`config.mk`:
```
export PLATFORM = sky130hd
export DESIGN_NAME = mem_access_unit
export DESIGN_NICKNAME = d
export VERILOG_FILES = /design/src/rtl/mem_access_unit.sv
export SDC_FILE = /design/constraint.sdc
export NUM_CORES = 1
export LEC_CHECK = 0
export CORE_ASPECT_RATIO = 1.2
export CORE_MARGIN = 5
export CORE_UTILIZATION = 30
export DETAILED_ROUTE_END_ITERATION = 10
export PLACE_DENSITY = 0.65
export SLEW_MARGIN = 20
export SYNTH_ARGS = -nofsm -noshare
export SYNTH_HDL_FRONTEND = slang
export SYNTH_SLANG_ARGS = --single-unit
```
`constraint.sdc`:
```
create_clock -name clk -period 5.25 [get_ports clk]
set_clock_uncertainty 0.1 [all_clocks]
set_input_delay 1.3125 -clock clk [delete_from_list [all_inputs] [get_ports clk]]
set_output_delay 1.3125 -clock clk [all_outputs]
set_load 0.01 [all_outputs]
```
`src/rtl/mem_access_unit.sv`:
```
// Load/store sequencer between the control/ALU and a word-wide DataMemory.
// Sub-word stores use read-modify-write; loads are lane-extracted and extended.
module mem_access_unit #(
    parameter int ADDR_W      = 15,
    parameter int DEPTH_WORDS = 256
) (
    input  logic              clk,
    input  logic              rst_n,
    input  logic              req,
    output logic              ready,
    input  logic              op_store,
    input  logic [1:0]        size,
    input  logic              load_signed,
    input  logic [31:0]       addr,
    input  logic [31:0]       store_data,
    output logic              done,
    output logic [31:0]       load_data,
    output logic              fault,
    output logic [ADDR_W-1:0] mem_addr,
    output logic              mem_we,
    output logic [31:0]       mem_wdata,
    input  logic [31:0]       mem_rdata
);

    typedef enum logic [1:0] {IDLE, RD, WR, DONE} state_t;

    localparam logic [29:0] DEPTH_LIM = 30'(DEPTH_WORDS);

    state_t            state, state_next;
    logic              accept;
    logic              bad;
    logic              op_store_q;
    logic [1:0]        size_q;
    logic              signed_q;
    logic [1:0]        lane_q;
    logic [31:0]       store_data_q;
    logic              fault_q;
    logic [31:0]       load_data_q;
    logic [ADDR_W-1:0] mem_addr_q;
    logic [31:0]       mem_wdata_q;

    function automatic logic [31:0] extract_lane(input logic [31:0] word, input logic [1:0] sz,
                                                 input logic [1:0] lane, input logic sgn);
        logic [7:0]  b;
        logic [15:0] h;
        logic [31:0] r;
        b = word[{lane, 3'b000} +: 8];
        h = word[{lane[1], 4'b0000} +: 16];
        case (sz)
            2'b00:   r = {{24{sgn & b[7]}}, b};
            2'b01:   r = {{16{sgn & h[15]}}, h};
            default: r = word;
        endcase
        return r;
    endfunction

    function automatic logic [31:0] merge_lane(input logic [31:0] word, input logic [31:0] data,
                                               input logic [1:0] sz, input logic [1:0] lane);
        logic [31:0] r;
        r = word;
        case (sz)
            2'b00:   r[{lane, 3'b000} +: 8]     = data[7:0];
            2'b01:   r[{lane[1], 4'b0000} +: 16] = data[15:0];
            default: r = data;
        endcase
        return r;
    endfunction

    assign accept = req && (state == IDLE);

    // Misaligned, illegal size or out-of-range index all complete immediately as a fault
    always_comb begin
        bad = 1'b0;
        case (size)
            2'b11:   bad = 1'b1;
            2'b01:   bad = addr[0];
            2'b10:   bad = (addr[1:0] != 2'b00);
            default: bad = 1'b0;
        endcase
        if (addr[31:2] >= DEPTH_LIM)
            bad = 1'b1;
    end

    always_ff @(posedge clk) begin
        if (!rst_n)
            state <= IDLE;
        else
            state <= state_next;
    end

    always_comb begin
        state_next = state;
        case (state)
            IDLE: begin
                if (req) begin
                    if (bad)
                        state_next = DONE;
                    else if (op_store && size == 2'b10)
                        state_next = WR;
                    else
                        state_next = RD;
                end
            end
            RD:      state_next = op_store_q ? WR : DONE;
            WR:      state_next = DONE;
            DONE:    state_next = IDLE;
            default: state_next = IDLE;
        endcase
    end

    always_comb begin
        ready  = (state == IDLE);
        done   = (state == DONE);
        mem_we = (state == WR);
    end

    // Request fields only matter between accept and DONE, so they carry no reset
    always_ff @(posedge clk) begin
        if (accept) begin
            op_store_q   <= op_store;
            size_q       <= size;
            signed_q     <= load_signed;
            lane_q       <= addr[1:0];
            store_data_q <= store_data;
        end
    end

    always_ff @(posedge clk) begin
        if (!rst_n) begin
            fault_q     <= 1'b0;
            load_data_q <= '0;
            mem_addr_q  <= '0;
            mem_wdata_q <= '0;
        end else begin
            case (state)
                IDLE: begin
                    if (req) begin
                        mem_addr_q <= addr[ADDR_W+1:2];
                        fault_q    <= bad;
                        if (bad)
                            load_data_q <= '0;
                        else if (op_store)
                            mem_wdata_q <= store_data;
                    end
                end
                RD: begin
                    if (op_store_q)
                        mem_wdata_q <= merge_lane(mem_rdata, store_data_q, size_q, lane_q);
                    else
                        load_data_q <= extract_lane(mem_rdata, size_q, lane_q, signed_q);
                end
                DONE:    fault_q <= 1'b0;
                default: ;
            endcase
        end
    end

    assign fault     = fault_q;
    assign load_data = load_data_q;
    assign mem_addr  = mem_addr_q;
    assign mem_wdata = mem_wdata_q;

endmodule
```
# Word level (Yosys, flattened, before mapping)
# Cells that the tools add are included.
[op_classes]
order_cmp = 1
bitwise_logic = 2
eq_ne = 13
addsub = 2
muxes = 22
n_reduce_logical = 11
n_shift = 6
[ops]
columns = ["op", "n"]
rows = [
  ["case mux 32 bit (2 select lines)", 4],
  ["two-way mux 32 bit", 7],
  ["bitwise mux 32 bit", 2],
  ["variable shift 16 x 7 -> 32 bit (first input constant)", 1],
  ["variable shift 8 x 7 -> 32 bit (first input constant)", 1],
  ["indexed part select 16 x 7 -> 32 bit", 1],
  ["indexed part select 32 x 6 -> 16 bit", 1],
  ["indexed part select 32 x 6 -> 8 bit", 1],
  ["indexed part select 8 x 7 -> 32 bit", 1],
  ["greater-or-equal comparator 30 x 9 -> 1 bit (second input constant)", 1],
  ["negation 5 -> 7 bit", 2],
  ["equality test 2 bit (second input constant)", 4],
  ["!= test 2 bit (second input constant)", 4],
  ["case mux 2 bit (4 select lines)", 1],
  ["equality test 2 x 1 -> 1 bit (second input constant)", 3],
  ["two-way mux 2 bit", 3],
  ["nonzero test 2 bit", 3],
  ["AND reduction 5 bit", 1],
  ["zero test 2 bit", 2],
  ["!= test 2 x 1 -> 1 bit (second input constant)", 2],
  ["AND reduction 2 bit", 2],
  ["AND reduction 4 bit", 1],
  ["two-way mux 1 bit", 3],
  ["case mux 1 bit (3 select lines)", 1],
  ["3 further kinds", 5],
]
[word_totals]
ff_bits = 120
inputBits = 103
word_cells = 67

# Longest topological paths before layout
[depth]
ltp_word = 6
mapped_depth = 10
ltp_nobuf = 7

# Worst setup path before layout
# OpenSTA, ideal clock, no wires.
[synth_path]
path_type = "input port to flip-flop"
startpoint = "input req"
endpoint = "register lane_q[0], enable pin"
path_slack_ps = 1903
arrival_ps = 2830
setup_ps = 417
stages = 3
path_cell_list = "nand2_2 clkinv_1 clkbuf_1"
[synth_via]
elab_chain_cells = 1
[synth_lines]
columns = ["item", "line_no", "text"]
rows = [
  ["from (decl)", "9", "input logic req,"],
  ["logical AND 1 bit", "69", "assign accept = req && (state == IDLE);"],
  ["net accept", "30", "logic accept;"],
  ["to (signal assigned)", "123", "lane_q <= addr[1:0];"],
  ["to (decl)", "35", "logic [1:0] lane_q;"],
]
# The timed path passes the listed nets, and every way through them passes these cells.
# A chain may end at the register's enable or synchronous reset.

# Worst setup path in the final report
[layout_path]
startpoint = "input size[0]"
endpoint = "register load_data_q[25] (netlist: load_data[25])"
[layout_via]
elab_chain_cells = 5
[layout_lines]
columns = ["item", "line_no", "text"]
rows = [
  ["from (decl)", "12", "input logic [1:0] size,"],
  ["equality test 2 bit or equality test 2 x 1 -> 1 bit (tied branches)", "74", "case (size)"],
  ["case mux 1 bit (3 select lines) *", "74", ""],
  ["two-way mux 1 bit *", "80", "if (addr[31:2] >= DEPTH_LIM)"],
  ["!= test 2 x 1 -> 1 bit (no source line) *", "-", ""],
  ["AND reduction 4 bit (no source line) *", "-", ""],
  ["to (signal assigned)", "150", "load_data_q <= extract_lane(mem_rdata, size_q, lane_q, signed_q);"],
  ["to (decl)", "38", "logic [31:0] load_data_q;"],
]
# Every way passes the cells marked *; elsewhere a longest branch is shown, timed or not.

==> results.toml <==
[timing]
max_slew_margin_pct = 32.5
fin_crit_sh_pct = 63.6
grt_setup_unrepaired = "false"
drv_slew = 0
setup_viol = 0
finalCriticalPeriod_ps = 3340
tightest_slew_ps = 1010
fin_tns_setup_ps = 0
fmax_mhz = 300
whs_ps = 354
hold_violations = 0

[grt]
grt_pass1_vias = 5474
grt_max_degree = 86
antenna_found_initial = 2
grt_usage_pct = 17.6
overflow = 0
grt_first_pass_wirelength_um = 32500

[flow_run]
drv_cap = 0

[clock_tree]
clock-sinks = 120
cts_made_buffers = 17
clk_pin_slew_ps = 60
cts_hold_buffers = 0
cts_tree = "built"
cts_setup_buffers = 0
cts-htree-levels = 4
ctsResizeCount = 0
cts.root.buffer_cell = "clkbuf_16"
clkLatencyLatePin_ps = 430
clk_path_buf_depth = 2

[run_status]
status = "completed"

[min_path]
hold_path.class = "reg -> reg"

[synthesis]
synth_fa_ha_area_share_pct = 1.76
ys_seq_area_share_pct = 43.6
synth_area_um2 = 6380
ys_types = 59
synth-edff-count = 38
ys_top_cells_by_area = "dfxtp_1 (26%), edfxtp_1 (18%), mux2i_1 (12%)"
async_reset_ff_share_pct = 0
yosysWarnings = 0
yosys.area_share.simple_pct = 19.3
synth.most_common_cell = "nand2_1"
netlist_instances = 687
muxShareOfSynthArea_pct = 13.9
ys_seq_elements = 120
synth_top_family_by_area = "simple AND/OR/NAND/NOR gates"
synth-xor-area-share_pct = 0
yosysTopAreaCellShare_pct = 25.7
synth_commonest_cells = "nand2_1 (159), dfxtp_1 (82), mux2i_1 (76), o21ai_0 (41), edfxtp_1 (38)"
syn-num-nets = 799
ys.flop_type = "dfxtp_1"
yosysTopAreaCell = "dfxtp_1"
synth_compound_area_share_pct = 17.0
syn_avg_cell_area_um2 = 9.29

[detailed_routing]
ant_nets = 0
viasPerCell = 4.97
dr_total_vias = 5625
first_pass_iters = 5
routed_wl_um = 21700
avgRoutedWirePerCell_um = 19.2
drc = 0
initialDrtViolationCount = 443

[setup_path]
cp-start-kind = "input port"
crit_chain = "clkdlybuf4s50_1, nor3_1, o211ai_1, nor2_4, o22ai_4, buf_4, mux2i_1"
worstPathMaxFanout = 23
critical_path_required_ps = 5500
crit_arrival_ps = 3590
worstSetupPathType = "in -> reg"
endpoint_kind = "flop"
cp_top_family = "compound AO/OA/AOI/OAI gates"
cp_num_buf_inv = 2
slowest_delay_ps = 740
cpMaxStageDelayCell = "o22ai_4"

[finish]
postLayoutCellArea_um2 = 8950
fin_cells = 1132
drive_gt1_share_pct = 7.78
layout.nets = 960
area_delta_synth_final_pct = 40.3

[floorplanning]
start_util_pct = 30.4
die_w_um = 143
fp.dieH_um = 170
pin_count = 186
die-area_um2 = 24300
rows = 58
core_region_area_um2 = 21000

[power]
leakagePower_nw = 3.36
power.density_nw_per_um2 = 416
ir_worst_vdd_mv = 0.250

[place]
dpl.hpwl_um = 15900
placed_area_um2 = 8380
dp.cells = 1099
routabilityCongestion = 0.895
port_buffers = 185
## registers in the layout, summed over array words and instances, names as in the netlist
register and flops:
store_data_q 32, op_store_q 1, size_q 2, state 2
lane_q 2, mem_addr 15, load_data 32, fault 1
mem_wdata 32, signed_q 1
## report_power, final
part / internal, mW / switching [mW] / total, mW
combinational: 0.594 / 0.711 / 1.30
sequential: 1.15 / 0.131 / 1.28
clock: 0.681 / 0.457 / 1.14
total: 2.42 / 1.30 / 3.72
## cell type report
cell class	count	area, µm²
Fill cell	2054	12000
Multi-Input combinational cell	509	3320
Sequential cell	120	2780
Timing Repair Buffer	193	1910
Clock buffer	19	454
Tap cell	270	338
Clock inverter	13	121
Inverter	7	26.3
Antenna cell	1	2.50
## tightest hold or removal path, stage by stage (launching register included)
cell     delay (ps)
dfxtp_1         300
nand2_1          50
mux2i_1          50
## cell usage in the layout, fill, tap and decap left out, types with 12 or more instances in the layout
cell             instances
clkdlybuf4s50_1        184
nand2_1                159
dfxtp_1                 82
mux2i_1                 76
o21ai_0                 41
edfxtp_1                38
a21oi_1                 23
nor2_1                  22
nand2b_1                22
nand3_1                 19
clkbuf_16               18
a21boi_0                15
a21o_1                  12
## layer usage
layer	GRT usage [%]	part of all wire, %
met5	0	0.032
met2	27.0	48
met1	23.4	43
met3	4.68	7.1
met4	7.11	2.4
## kinds of logic after synthesis
group                    Yosys count
multiplexers                      82
adder cells (fa/ha/maj)            9
AO/OA/AOI/OAI                    153
AND/OR/NAND/NOR                  265
buffers and inverters             58
flip-flops                       120
## metrics by stage
stage | utilization (%) | power [mW] | setup slack, ps
after detailed placement | 39.9 | 2.60 | 1480
after CTS | 42.7 | 3.75 | 1890
final | 42.7 | 3.72 | 1910
after floorplan | - | 2.10 | 1900
after global placement | 39.9 | 2.60 | 1520
after global routing | 42.7 | 3.92 | 1720
## worst paths after layout
kind | cells after the start | startpoint | to | slack, ps
max | 7 | size[0] | load_data[25] | 1910
max reg2reg | 7 | state[0] | load_data[25] | 2320
min | 2 | load_data[9] | load_data[9] | 350
min reg2reg | 2 | load_data[9] | load_data[9] | 350
(Power assumes the default switching activity.)
